### config.mk
export PLATFORM = sky130hd
export DESIGN_NAME = grayscale_pipe
export DESIGN_NICKNAME = d
export VERILOG_FILES = /design/src/rtl/grayscale_pkg.sv /design/src/rtl/grayscale_pipe_fifo.sv /design/src/rtl/grayscale_pipe.sv
export SDC_FILE = /design/constraint.sdc
export NUM_CORES = 1
export LEC_CHECK = 0
export CORE_ASPECT_RATIO = 0.7
export CORE_UTILIZATION = 63
export DETAILED_ROUTE_END_ITERATION = 12
export PLACE_DENSITY = 0.82
export SKIP_CTS_REPAIR_TIMING = 1
export SYNTH_ARGS = -nofsm -noshare
export SYNTH_HDL_FRONTEND = slang
export SYNTH_SLANG_ARGS = --single-unit
### constraint.sdc
create_clock -name clock -period 9.3 [get_ports clock]
set_input_delay 2.79 -clock clock [delete_from_list [all_inputs] [get_ports clock]]
set_output_delay 2.79 -clock clock [all_outputs]
set_load 0.05 [all_outputs]
### src/rtl/grayscale_pkg.sv
// grayscale_pkg: constants and types shared by the grayscale pipeline.
// Holds the luma weights, the luma shift and the conversion-mode enum.
package grayscale_pkg;

  typedef enum logic {
    MODE_AVG  = 1'b0,
    MODE_LUMA = 1'b1
  } mode_e;

  localparam int unsigned LUMA_WR    = 77;
  localparam int unsigned LUMA_WG    = 150;
  localparam int unsigned LUMA_WB    = 29;
  localparam int unsigned LUMA_SHIFT = 8;

endpackage

### src/rtl/grayscale_pipe_fifo.sv
// fifo: first-word-fall-through FIFO; dout shows the head while !empty.
// Ports: clock, reset (async low), wr_en/din/full, rd_en/dout/empty, count.
module fifo #(
  parameter int DATA_WIDTH = 8,
  parameter int DEPTH      = 16
) (
  input  logic                   clock,
  input  logic                   reset,
  input  logic                   wr_en,
  input  logic [DATA_WIDTH-1:0]  din,
  output logic                   full,
  input  logic                   rd_en,
  output logic [DATA_WIDTH-1:0]  dout,
  output logic                   empty,
  output logic [$clog2(DEPTH):0] count
);

  localparam int AW = $clog2(DEPTH);

  logic [DATA_WIDTH-1:0] mem_q [DEPTH];
  logic [AW-1:0]         wp_q;
  logic [AW-1:0]         rp_q;
  logic [AW:0]           cnt_q;
  logic [AW:0]           cnt_d;
  logic                  wr;
  logic                  rd;

  assign full  = (cnt_q == (AW+1)'(DEPTH));
  assign empty = (cnt_q == '0);
  assign wr    = wr_en && !full;
  assign rd    = rd_en && !empty;
  assign count = cnt_q;

  // Head is forced to zero when empty so nothing stale leaks out.
  assign dout = empty ? '0 : mem_q[rp_q];

  always_comb begin
    cnt_d = cnt_q;
    unique case ({wr, rd})
      2'b10:   cnt_d = cnt_q + (AW+1)'(1);
      2'b01:   cnt_d = cnt_q - (AW+1)'(1);
      default: cnt_d = cnt_q;
    endcase
  end

  always_ff @(posedge clock) begin
    if (wr) mem_q[wp_q] <= din;
  end

  always_ff @(posedge clock or negedge reset) begin
    if (!reset) begin
      wp_q  <= '0;
      rp_q  <= '0;
      cnt_q <= '0;
    end else begin
      if (wr) wp_q <= wp_q + AW'(1);
      if (rd) rp_q <= rp_q + AW'(1);
      cnt_q <= cnt_d;
    end
  end

endmodule

### src/rtl/grayscale_pipe.sv
// grayscale_pipe: RGB -> gray, input FIFO, 2-stage pipe, output FIFO.
// Ports: clock, reset, mode, in_wr_en/in_din/in_full,
//        out_rd_en/out_dout/out_empty, frame_done.
module grayscale_pipe
  import grayscale_pkg::*;
#(
  parameter int CH_WIDTH   = 8,
  parameter int WIDTH      = 720,
  parameter int HEIGHT     = 540,
  parameter int FIFO_DEPTH = 16
) (
  input  logic                  clock,
  input  logic                  reset,
  input  logic                  mode,
  input  logic                  in_wr_en,
  input  logic [3*CH_WIDTH-1:0] in_din,
  output logic                  in_full,
  input  logic                  out_rd_en,
  output logic [CH_WIDTH-1:0]   out_dout,
  output logic                  out_empty,
  output logic                  frame_done
);

  localparam int C    = CH_WIDTH;
  localparam int AW   = CH_WIDTH + 9;
  localparam int FW   = $clog2(FIFO_DEPTH) + 1;
  localparam int NPIX = WIDTH * HEIGHT;
  localparam int PW   = (NPIX > 1) ? $clog2(NPIX) : 1;
  localparam logic [C-1:0]  GMAX = '1;
  localparam logic [PW-1:0] LAST = PW'(NPIX - 1);

  typedef struct packed {
    mode_e         mode;
    logic [AW-1:0] acc;
  } s1_t;

  logic [3*C-1:0] pix;
  logic           in_empty;
  logic           in_pop;
  logic [FW-1:0]  in_cnt_unused;
  logic           out_full_unused;
  logic [FW-1:0]  out_cnt;
  logic           out_wr;
  logic [FW:0]    occ;
  logic           advance;

  logic           s1_v_q;
  logic           s2_v_q;
  s1_t            s1_q;
  s1_t            s1_d;
  logic [C-1:0]   s2_q;
  logic [C-1:0]   gray;
  mode_e          mode_q;
  mode_e          mode_sel;
  logic [PW-1:0]  in_idx_q;
  logic [PW-1:0]  pix_cnt_q;
  logic           frame_done_q;

  logic [AW-1:0]  r_w;
  logic [AW-1:0]  g_w;
  logic [AW-1:0]  b_w;
  logic [C+1:0]   avg;
  logic [AW-1:0]  q_d;

  fifo #(
    .DATA_WIDTH (3*C),
    .DEPTH      (FIFO_DEPTH)
  ) u_in_fifo (
    .clock (clock),
    .reset (reset),
    .wr_en (in_wr_en),
    .din   (in_din),
    .full  (in_full),
    .rd_en (in_pop),
    .dout  (pix),
    .empty (in_empty),
    .count (in_cnt_unused)
  );

  fifo #(
    .DATA_WIDTH (C),
    .DEPTH      (FIFO_DEPTH)
  ) u_out_fifo (
    .clock (clock),
    .reset (reset),
    .wr_en (out_wr),
    .din   (s2_q),
    .full  (out_full_unused),
    .rd_en (out_rd_en),
    .dout  (out_dout),
    .empty (out_empty),
    .count (out_cnt)
  );

  // Reserve output space for everything in flight so the out FIFO
  // can never be full when S2 writes into it.
  assign occ = {1'b0, out_cnt} + (FW+1)'(s1_v_q)
             + (FW+1)'(s2_v_q);
  assign advance = (occ < (FW+1)'(FIFO_DEPTH));
  assign in_pop  = advance && !in_empty;
  assign out_wr  = advance && s2_v_q;

  assign r_w = AW'(pix[C-1:0]);
  assign g_w = AW'(pix[2*C-1:C]);
  assign b_w = AW'(pix[3*C-1:2*C]);

  // Frame's first pixel samples the live mode; the rest reuse it.
  assign mode_sel = (in_idx_q == '0) ? mode_e'(mode) : mode_q;

  always_comb begin
    s1_d.mode = mode_sel;
    if (mode_sel == MODE_LUMA) begin
      s1_d.acc = r_w * AW'(LUMA_WR)
               + g_w * AW'(LUMA_WG)
               + b_w * AW'(LUMA_WB);
    end else begin
      s1_d.acc = r_w + g_w + b_w;
    end
  end

  assign avg = s1_q.acc[C+1:0] / (C+2)'(3);

  always_comb begin
    if (s1_q.mode == MODE_LUMA) q_d = s1_q.acc >> LUMA_SHIFT;
    else                        q_d = AW'(avg);
    gray = (q_d > AW'(GMAX)) ? GMAX : q_d[C-1:0];
  end

  always_ff @(posedge clock or negedge reset) begin
    if (!reset) begin
      s1_v_q       <= 1'b0;
      s2_v_q       <= 1'b0;
      s1_q         <= '0;
      s2_q         <= '0;
      mode_q       <= MODE_AVG;
      in_idx_q     <= '0;
      pix_cnt_q    <= '0;
      frame_done_q <= 1'b0;
    end else begin
      if (advance) begin
        s1_v_q <= in_pop;
        s1_q   <= s1_d;
        s2_v_q <= s1_v_q;
        s2_q   <= gray;
      end
      if (in_pop) begin
        mode_q   <= mode_sel;
        in_idx_q <= (in_idx_q == LAST) ? '0
                                       : in_idx_q + PW'(1);
      end
      if (out_wr) begin
        pix_cnt_q <= (pix_cnt_q == LAST) ? '0
                                         : pix_cnt_q + PW'(1);
      end
      frame_done_q <= out_wr && (pix_cnt_q == LAST);
    end
  end

  assign frame_done = frame_done_q;

endmodule
==> flow_metrics.env, run 1 <==
export IMPL_cp_num_buf_inv=3
export IMPL_wl_met2_um=28900
export IMPL_slew_headroom_pct=35.1
export IMPL_vias=16100
export IMPL_syn2layout_area_growth_pct=10.2
export IMPL_syn_avg_cell_area_um2=15.7
export IMPL_final_common_cell="edfxtp_1"
export IMPL_critPathKind="reg2reg"
export IMPL_post_route_drc_count=0
export IMPL_path_max_fanout=39
export IMPL_grt_pass1_wl_um=97000
export IMPL_yosys_area_top_type_share_pct=53.5
export IMPL_rows=65
export IMPL_max_freq_mhz=114
export IMPL_synthCells=1827
export IMPL_grt_pass1_vias=16600
export IMPL_dp_cells=2430
export IMPL_finalCriticalPeriod_ns=8.74
export IMPL_wl_met3_um=6320
export IMPL_clk_pin_slew_ns=0.07
export IMPL_final_hold_viol_count=0
export IMPL_drt_total_wl_um=62900
export IMPL_arrival_ns=9.22
export IMPL_syn_num_nets=2041
export IMPL_numCtsBuffers=54
export IMPL_required_ns=9.77
export IMPL_place_area_um2=29900
export IMPL_io_pins=40
export IMPL_drtAntennaViolNets=0
export IMPL_drive_gt1_share_pct=17.3
export IMPL_start_util_pct=63.8
export IMPL_slew_violations=0
export IMPL_antenna_found_initial=1
export IMPL_syn_area_um2=28800
export IMPL_start_kind="flop"
export IMPL_place_gp_congestion=0.911
export IMPL_synth_area_leader_cell="edfxtp_1"
export IMPL_final_setup_tns_ns=0
export IMPL_wl_per_cell_um=24.9
export IMPL_synth_edf_count=512
export IMPL_multiInputGateArea_um2=10200
export IMPL_ys_types=78
export IMPL_critical_path_max_stage_delay_ns=0.63
export IMPL_cap_violations=0
export IMPL_critical_path_most_common_cell="ha_1"
export IMPL_fin_area_um2=31700
export IMPL_synth_ff_latch_count=606
export IMPL_ys_seq_area_share_pct=61.6
export IMPL_crit_path_top_delay_cell="dfrtp_4"
export IMPL_cts_tree="built"
export IMPL_yosysWarningCount=0
export IMPL_finalSetupViolations=0
export IMPL_seq_area_um2=17700
export IMPL_grt_max_degree=75
export IMPL_clock_skew_ns=0.0236
export IMPL_tightest_slew_ns=0.970
export IMPL_end_kind="flop"
export IMPL_hp_class="reg2reg"
export IMPL_met1_length_um=26400
export IMPL_avgViaCountPerCell=6.38
export IMPL_fin_cells=2528
export IMPL_grt_use_total_pct=27.8
export IMPL_synthArstFlopShare_pct=15.5
export IMPL_antenna_cells=0
export IMPL_cts_sinks=606
export IMPL_top_layer_used="met5"
export IMPL_overflow=0
export IMPL_hpwlAfterDp_um=38300
export IMPL_n_fill_cell=2800
export IMPL_rsz0062_at_grt="false"
export IMPL_first_pass_iters=5
export IMPL_die_h_um=181
export IMPL_die_w_um=257
export IMPL_synth_main_ff_cell="edfxtp_1"
export IMPL_dieArea_um2=46500
export IMPL_synthTopCellsByArea="edfxtp_1 (53%), mux4_2 (11%), dfrtp_1 (8.2%)"
export IMPL_finalCritPeriodShare_pct=94.0
export IMPL_final_cell_mix="edfxtp_1 (512), inv_1 (149), mux4_2 (141)"
export IMPL_clockBufferDepth=3
export IMPL_cpLargestDelayFamily="adder cells"
export IMPL_nets=2097
export IMPL_drt_iter0_markers=1835
export IMPL_status="completed"
export IMPL_cts_root_buf="clkbuf_16"
export IMPL_htree_num_levels=2
export IMPL_port_buffers=39
export IMPL_clock_latency_ns=0.60
export IMPL_core_um2=45100
metal layers:
metal,up-vias,GRT usage [%]
li1,6973,-
met1,8189,41.4
met2,840,42.0
met3,115,6.85
met4,2,6.82
met5,-,0
worst reg2reg max path: cells and delay by family, from the launching register on:
family | cells | cell delay, ns
simple gates | 5 | 0.84
compound gates | 9 | 2.43
flops | 1 | 0.63
fa+ha+maj | 9 | 3.22
buf+inv | 3 | 0.44
xor+xnor | 1 | 0.16
mux | 2 | 0.90
cell families (layout without fill, tap and decap cells):
logic type,count (synthesis),count (layout),share of synthesized area [%]
fa+ha+maj,185,185,9.80
flops,606,606,61.6
mux,188,188,12.8
compound gates,197,197,4.49
xor+xnor,72,72,2.19
simple gates,352,352,5.95
buf+inv,227,325,3.15
final cells by class:
type / count / area share (%)
Sequential cell: 606 / 56.0
Inverter: 153 / 1.81
Clock buffer: 69 / 4.61
Multi-Input combinational cell: 994 / 32.1
Timing Repair Buffer: 74 / 2.13
Clock inverter: 29 / 0.960
Tap cell: 603 / 2.38
registers in the layout (all words and copies together), names as in the netlist:
name and cells:
u_out_fifo.rp_q 4, in_idx_q 19, u_in_fifo.wp_q 4, u_in_fifo.mem_q 384, s1_v_q 1, pix_cnt_q 19, frame_done 1, mode_q 1
u_out_fifo.count 5, s2_q 8, s2_v_q 1, s1_q 18, u_in_fifo.count 5, u_in_fifo.rp_q 4, u_out_fifo.mem_q 128, u_out_fifo.wp_q 4
Yosys cell counts, types with 4 or more instances:
library cell / instances
a211oi_1: 4
clkbuf_1: 43
fa_1: 67
mux4_2: 141
or4_1: 6
nand3b_1: 4
and2_1: 9
nand2b_1: 13
nor2b_1: 16
o21ai_0: 74
xor2_1: 33
a21o_1: 13
a21oi_1: 40
nor3_1: 12
and3_1: 9
o21bai_1: 5
or2_2: 14
nor4_1: 10
nand4_1: 19
a21boi_0: 5
o31ai_1: 6
a31oi_1: 5
inv_1: 149
edfxtp_1: 512
nor2_1: 96
nand3_1: 23
nand2_1: 104
ha_1: 118
or3_1: 4
o211ai_1: 10
buf_1: 11
mux2_2: 23
inv_2: 4
mux2i_1: 24
xnor2_1: 39
dfrtp_1: 94
buf_2: 13
through the flow:
stage	worst slack [ns]	hold WS, ns	util [%]
finish	0.556	0.487	70.3
global route	0.0184	0.522	70.3
CTS	0.576	0.483	70.3
detailed placement	0.601	0.470	66.4
global placement	0.789	0.467	66.4
floorplan	0.929	0.443	-
final timing paths:
kind | slack (ns) | depth (start not counted) | end | from
min reg2reg | 0.49 | 2 | mode_q$_DFFE_PN0P_ | mode_q$_DFFE_PN0P_
max in group asynchronous | 5.88 | 2 | u_in_fifo.rp_q[3]$_DFFE_PN0P_ | reset
min in group asynchronous | 2.10 | 1 | u_in_fifo.rp_q[0]$_DFFE_PN0P_ | reset
min | 0.49 | 2 | mode_q$_DFFE_PN0P_ | mode_q$_DFFE_PN0P_
max reg2reg | 0.56 | 29 | s1_q[15]$_DFFE_PN0N_ | u_in_fifo.rp_q[0]$_DFFE_PN0P_
max | 0.56 | 29 | s1_q[15]$_DFFE_PN0N_ | u_in_fifo.rp_q[0]$_DFFE_PN0P_
Power of run 1 is not shown: default switching activity piles up to over one toggle a cycle in this logic, so the estimate is an artifact.
==> inputs of run 2 (changes only) <==
--- a/config.mk
+++ b/config.mk
@@ -5,10 +5,12 @@
 export SDC_FILE = /design/constraint.sdc
 export NUM_CORES = 1
 export LEC_CHECK = 0
-export CORE_ASPECT_RATIO = 0.7
-export CORE_UTILIZATION = 63
+export CORE_ASPECT_RATIO = 2
+export CORE_MARGIN = 1
+export CORE_UTILIZATION = 65
+export CTS_BUF_LIST = sky130_fd_sc_hd__clkbuf_2 sky130_fd_sc_hd__clkbuf_4 sky130_fd_sc_hd__clkbuf_8
 export DETAILED_ROUTE_END_ITERATION = 12
-export PLACE_DENSITY = 0.82
+export PLACE_DENSITY = 0.84
 export SKIP_CTS_REPAIR_TIMING = 1
 export SYNTH_ARGS = -nofsm -noshare
 export SYNTH_HDL_FRONTEND = slang
==> run 2 against run 1 <==
Net effect: sequential share of layout area increased by 0.50 points; clock-buffer cell count increased by 33; routed wire length decreased by 1.5%; global-route usage increased by 0.89 points; utilization increased by 1.9 points.
==> flow_metrics.env, run 2 (same netlist as run 1, synthesis figures left out) <==
export IMPL_end_kind="flop"
export IMPL_start_util_pct=66.1
export IMPL_die_w_um=151
export IMPL_rsz0062_at_grt="false"
export IMPL_drt_iter0_markers=952
export IMPL_drive_gt1_share_pct=19.0
export IMPL_avgViaCountPerCell=6.33
export IMPL_n_fill_cell=2661
export IMPL_path_max_fanout=16
export IMPL_clockBufferDepth=3
export IMPL_multiInputGateArea_um2=10200
export IMPL_finalCriticalPeriod_ns=8.58
export IMPL_grt_pass1_vias=17100
export IMPL_dieArea_um2=45100
export IMPL_finalSetupViolations=0
export IMPL_numCtsBuffers=78
export IMPL_critical_path_most_common_cell="ha_1"
export IMPL_cts_tree="built"
export IMPL_crit_path_top_delay_cell="dfrtp_4"
export IMPL_hpwlAfterDp_um=41300
export IMPL_slew_violations=0
export IMPL_wl_per_cell_um=24.7
export IMPL_top_regs="u_in_fifo.mem_q: 384 flops, u_out_fifo.mem_q: 128 flops"
export IMPL_cp_num_buf_inv=3
export IMPL_tightest_slew_ns=1.18
export IMPL_drt_total_wl_um=61900
export IMPL_place_gp_congestion=0.918
export IMPL_hp_class="reg2reg"
export IMPL_start_kind="flop"
export IMPL_final_hold_viol_count=0
export IMPL_htree_num_levels=3
export IMPL_final_setup_tns_ns=0
export IMPL_grt_max_degree=64
export IMPL_post_route_drc_count=0
export IMPL_slew_headroom_pct=21.3
export IMPL_place_ws_ns=0.586
export IMPL_finalCritPeriodShare_pct=92.2
export IMPL_cpLargestDelayFamily="adder cells"
export IMPL_clk_pin_slew_ns=0.07
export IMPL_cap_violations=0
export IMPL_largest_reg_flops=384
export IMPL_max_freq_mhz=117
export IMPL_drtAntennaViolNets=0
export IMPL_status="completed"
export IMPL_top_register="u_in_fifo.mem_q"
export IMPL_critical_path_max_stage_delay_ns=0.67
export IMPL_cts_sinks=606
export IMPL_clock_latency_ns=0.69
export IMPL_grt_use_total_pct=28.7
export IMPL_nets=2113
export IMPL_antenna_found_initial=2
export IMPL_rows=108
export IMPL_die_h_um=299
export IMPL_core_um2=43500
export IMPL_overflow=0
export IMPL_critPathKind="reg2reg"
export IMPL_required_ns=9.87
export IMPL_whs_ns=0.491
export IMPL_port_buffers=39
export IMPL_final_common_cell="edfxtp_1"
export IMPL_syn2layout_area_growth_pct=9.19
export IMPL_first_pass_iters=7
export IMPL_final_util_pct=72.2
export IMPL_grt_pass1_wl_um=93600
export IMPL_io_pins=40
export IMPL_seq_area_um2=17700
export IMPL_vias=15900
export IMPL_final_cell_mix="edfxtp_1 (512), inv_1 (149), mux4_2 (141)"
export IMPL_clock_skew_ns=0.0461
export IMPL_arrival_ns=9.15
export IMPL_cts_root_buf="clkbuf_8"
export IMPL_fin_ws_ns=0.724
## run 2: changes by cell type in the layout (fill, tap and decap cells not counted), sizes merged
cell / previous run / this run
diode: 0 / 2
bufinv: 6 / 4
inv: 155 / 156
clkinvlp: 1 / 5
clkinv: 20 / 22
clkbuf: 69 / 102
buf: 36 / 28
## run 2: stage by stage
step / area (µm²) / cells
after floorplan: 28800 / 1827
after global placement: 29800 / 2368
after detailed placement: 29800 / 2368
after CTS: 31400 / 2504
after global routing: 31400 / 2507
final: 31400 / 2507
## run 2: path summary, 6_finish.rpt
kind / cells after the start / endpoint / slack (ns) / startpoint
hold reg to reg: 2 / s1_q[13]$_DFFE_PN0N_ / 0.49 / s1_q[13]$_DFFE_PN0N_
max in group asynchronous: 2 / u_out_fifo.rp_q[1]$_DFFE_PN0P_ / 6.05 / reset
setup / recovery: 28 / s1_q[15]$_DFFE_PN0N_ / 0.72 / u_in_fifo.rp_q[0]$_DFFE_PN0P_
setup reg to reg: 28 / s1_q[15]$_DFFE_PN0N_ / 0.72 / u_in_fifo.rp_q[0]$_DFFE_PN0P_
min in group asynchronous: 1 / pix_cnt_q[16]$_DFFE_PN0P_ / 2.06 / reset
hold / removal: 2 / s1_q[13]$_DFFE_PN0N_ / 0.49 / s1_q[13]$_DFFE_PN0N_
## run 2: area by class of cell
class / instances / share of cell area (%)
Sequential cell: 606 / 56.5
Clock inverter: 34 / 0.968
Timing Repair Buffer: 66 / 1.96
Multi-Input combinational cell: 994 / 32.5
Antenna cell: 2 / 0.0159
Tap cell: 550 / 2.19
Clock buffer: 102 / 4.01
Inverter: 153 / 1.83
## run 2: layer usage
layer / GRT usage [%] / vias up / wire length [µm]
li1: - / 6993 / -
met1: 28.2 / 8057 / 19800
met2: 53.2 / 577 / 35300
met3: 4.51 / 239 / 2620
met4: 20.5 / 0 / 4260
met5: 0 / - / 0
## run 2: tightest hold or removal path, cell delays in order (launching register included)
cell and delay, ns:
dfrtp_1 0.35, nand2_1 0.05, o31ai_1 0.05
Power of run 2 is left out for the same reason.
==> inputs of run 3 (changes only) <==
--- a/config.mk
+++ b/config.mk
@@ -7,10 +7,10 @@
 export LEC_CHECK = 0
 export CORE_ASPECT_RATIO = 2
 export CORE_MARGIN = 1
-export CORE_UTILIZATION = 65
+export CORE_UTILIZATION = 59
 export CTS_BUF_LIST = sky130_fd_sc_hd__clkbuf_2 sky130_fd_sc_hd__clkbuf_4 sky130_fd_sc_hd__clkbuf_8
 export DETAILED_ROUTE_END_ITERATION = 12
-export PLACE_DENSITY = 0.84
+export PLACE_DENSITY = 0.78
 export SKIP_CTS_REPAIR_TIMING = 1
 export SYNTH_ARGS = -nofsm -noshare
 export SYNTH_HDL_FRONTEND = slang
==> constraint.sdc (replaced) <==
create_clock -name clock -period 9.3 [get_ports clock]
set_input_delay 1.86 -clock clock [delete_from_list [all_inputs] [get_ports clock]]
set_output_delay 1.86 -clock clock [all_outputs]
set_load 0.05 [all_outputs]
==> run 3 against run 2 <==
Net effect: global-route usage is 2.4 points lower; first-iteration DRC count down 0.95%; worst hold slack got worse by 0.0086 ns; largest cell class unchanged; flip-flop and latch count unchanged.
==> flow_metrics.env, run 3 (same netlist as run 1, synthesis figures left out) <==
export IMPL_syn2layout_area_growth_pct=9.65
export IMPL_crit_path_top_delay_cell="dfrtp_4"
export IMPL_final_cell_mix="edfxtp_1 (512), inv_1 (149), mux4_2 (141)"
export IMPL_final_common_cell="edfxtp_1"
export IMPL_critical_path_max_stage_delay_ns=0.73
export IMPL_grt_use_total_pct=26.3
export IMPL_port_buffers=39
export IMPL_rsz0062_at_grt="false"
export IMPL_hpwlAfterDp_um=42300
export IMPL_finalCritPeriodShare_pct=93.5
export IMPL_drtAntennaViolNets=0
export IMPL_drt_total_wl_um=61600
export IMPL_core_um2=48200
export IMPL_overflow=0
export IMPL_clk_pin_slew_ns=0.07
export IMPL_slew_violations=0
export IMPL_hp_class="reg2reg"
export IMPL_top_register="u_in_fifo.mem_q"
export IMPL_grt_pass1_wl_um=94700
export IMPL_wl_per_cell_um=23.6
export IMPL_io_pins=40
export IMPL_cap_violations=0
export IMPL_cts_tree="built"
export IMPL_vias=15800
export IMPL_finalSetupViolations=0
export IMPL_htree_num_levels=3
export IMPL_whs_path_depth=2
export IMPL_max_freq_mhz=115
export IMPL_final_setup_tns_ns=0
export IMPL_reg2reg_depth=28
export IMPL_start_kind="flop"
export IMPL_nets=2120
export IMPL_critPathKind="reg2reg"
export IMPL_clockBufferDepth=3
export IMPL_rows=114
export IMPL_final_hold_viol_count=0
export IMPL_grt_max_degree=61
export IMPL_avgViaCountPerCell=6.07
export IMPL_first_pass_iters=5
export IMPL_cts_root_buf="clkbuf_8"
export IMPL_n_fill_cell=3441
export IMPL_slew_headroom_pct=25.0
export IMPL_start_util_pct=59.6
export IMPL_numCtsBuffers=79
export IMPL_clock_skew_ns=0.0326
export IMPL_seq_area_um2=17700
export IMPL_whs_ns=0.482
export IMPL_path_max_fanout=29
export IMPL_cts_sinks=606
export IMPL_arrival_ns=9.22
export IMPL_status="completed"
export IMPL_finalCriticalPeriod_ns=8.70
export IMPL_end_kind="flop"
export IMPL_post_route_drc_count=0
export IMPL_grt_pass1_vias=17100
export IMPL_required_ns=9.82
export IMPL_top_regs="u_in_fifo.mem_q: 384 flops, u_out_fifo.mem_q: 128 flops"
export IMPL_antenna_found_initial=1
export IMPL_place_gp_congestion=0.931
export IMPL_multiInputGateArea_um2=10200
export IMPL_drt_iter0_markers=943
export IMPL_dieArea_um2=49700
export IMPL_largest_reg_flops=384
export IMPL_die_w_um=158
export IMPL_die_h_um=314
export IMPL_drive_gt1_share_pct=19.4
export IMPL_tightest_slew_ns=1.12
export IMPL_critical_path_most_common_cell="ha_1"
export IMPL_clock_latency_ns=0.66
run 3: cell count changes in the layout (fill, tap and decap cells not counted), sizes merged:
cell / before / now
clkinvlp: 5 / 2
bufinv: 4 / 3
diode: 2 / 1
clkinv: 22 / 28
buf: 28 / 34
clkbuf: 102 / 107
inv: 156 / 155
run 3: worst max-delay path, delay by kind of cell, from the launching register on:
| kind | cells | cell delay [ns] |
|---|---|---|
| fa+ha+maj | 9 | 3.32 |
| buf+inv | 3 | 0.40 |
| flops | 1 | 0.73 |
| xor+xnor | 1 | 0.16 |
| mux | 2 | 1.02 |
| compound gates | 8 | 2.04 |
| simple gates | 5 | 0.86 |
run 3: stage by stage:
step                instances  cell area (µm²)  setup WS (ns)  util (%)
floorplan                1827            28800          0.929         -
global placement         2463            29900          0.854      62.1
detailed placement       2463            29900          0.657      62.1
CTS                      2605            31500          0.622      65.4
global route             2606            31500         0.0849      65.4
finish                   2606            31500          0.601      65.4
run 3: metal layers:
metal | share of wire, % | vias to the layer above | track usage (%)
li1 | - | 7026 | -
met1 | 32 | 8091 | 25.1
met2 | 57 | 495 | 49.7
met3 | 4.2 | 213 | 3.88
met4 | 7.1 | 0 | 19.1
met5 | 0 | - | 0
run 3: worst paths after layout:
check | startpoint | endpoint | slack (ns)
min | mode_q$_DFFE_PN0P_ | mode_q$_DFFE_PN0P_ | 0.48
max in group asynchronous | reset | s2_q[0]$_DFFE_PN0N_ | 6.95
max reg2reg | u_in_fifo.rp_q[0]$_DFFE_PN0P_ | s1_q[15]$_DFFE_PN0N_ | 0.60
min reg2reg | mode_q$_DFFE_PN0P_ | mode_q$_DFFE_PN0P_ | 0.48
max | u_in_fifo.rp_q[0]$_DFFE_PN0P_ | s1_q[15]$_DFFE_PN0N_ | 0.60
min in group asynchronous | reset | u_in_fifo.count[3]$_DFFE_PN0P_ | 1.15
run 3: cell type report:
type | instances | share of cell area, %
antenna | 1 | 0.00794
clock buffer | 107 | 4.19
clock inverter | 35 | 0.849
inverter | 153 | 1.82
multi-input combinational | 994 | 32.3
sequential | 606 | 56.3
tap | 638 | 2.53
timing repair buffer | 72 | 2.06
Power of run 3 is left out for the same reason.
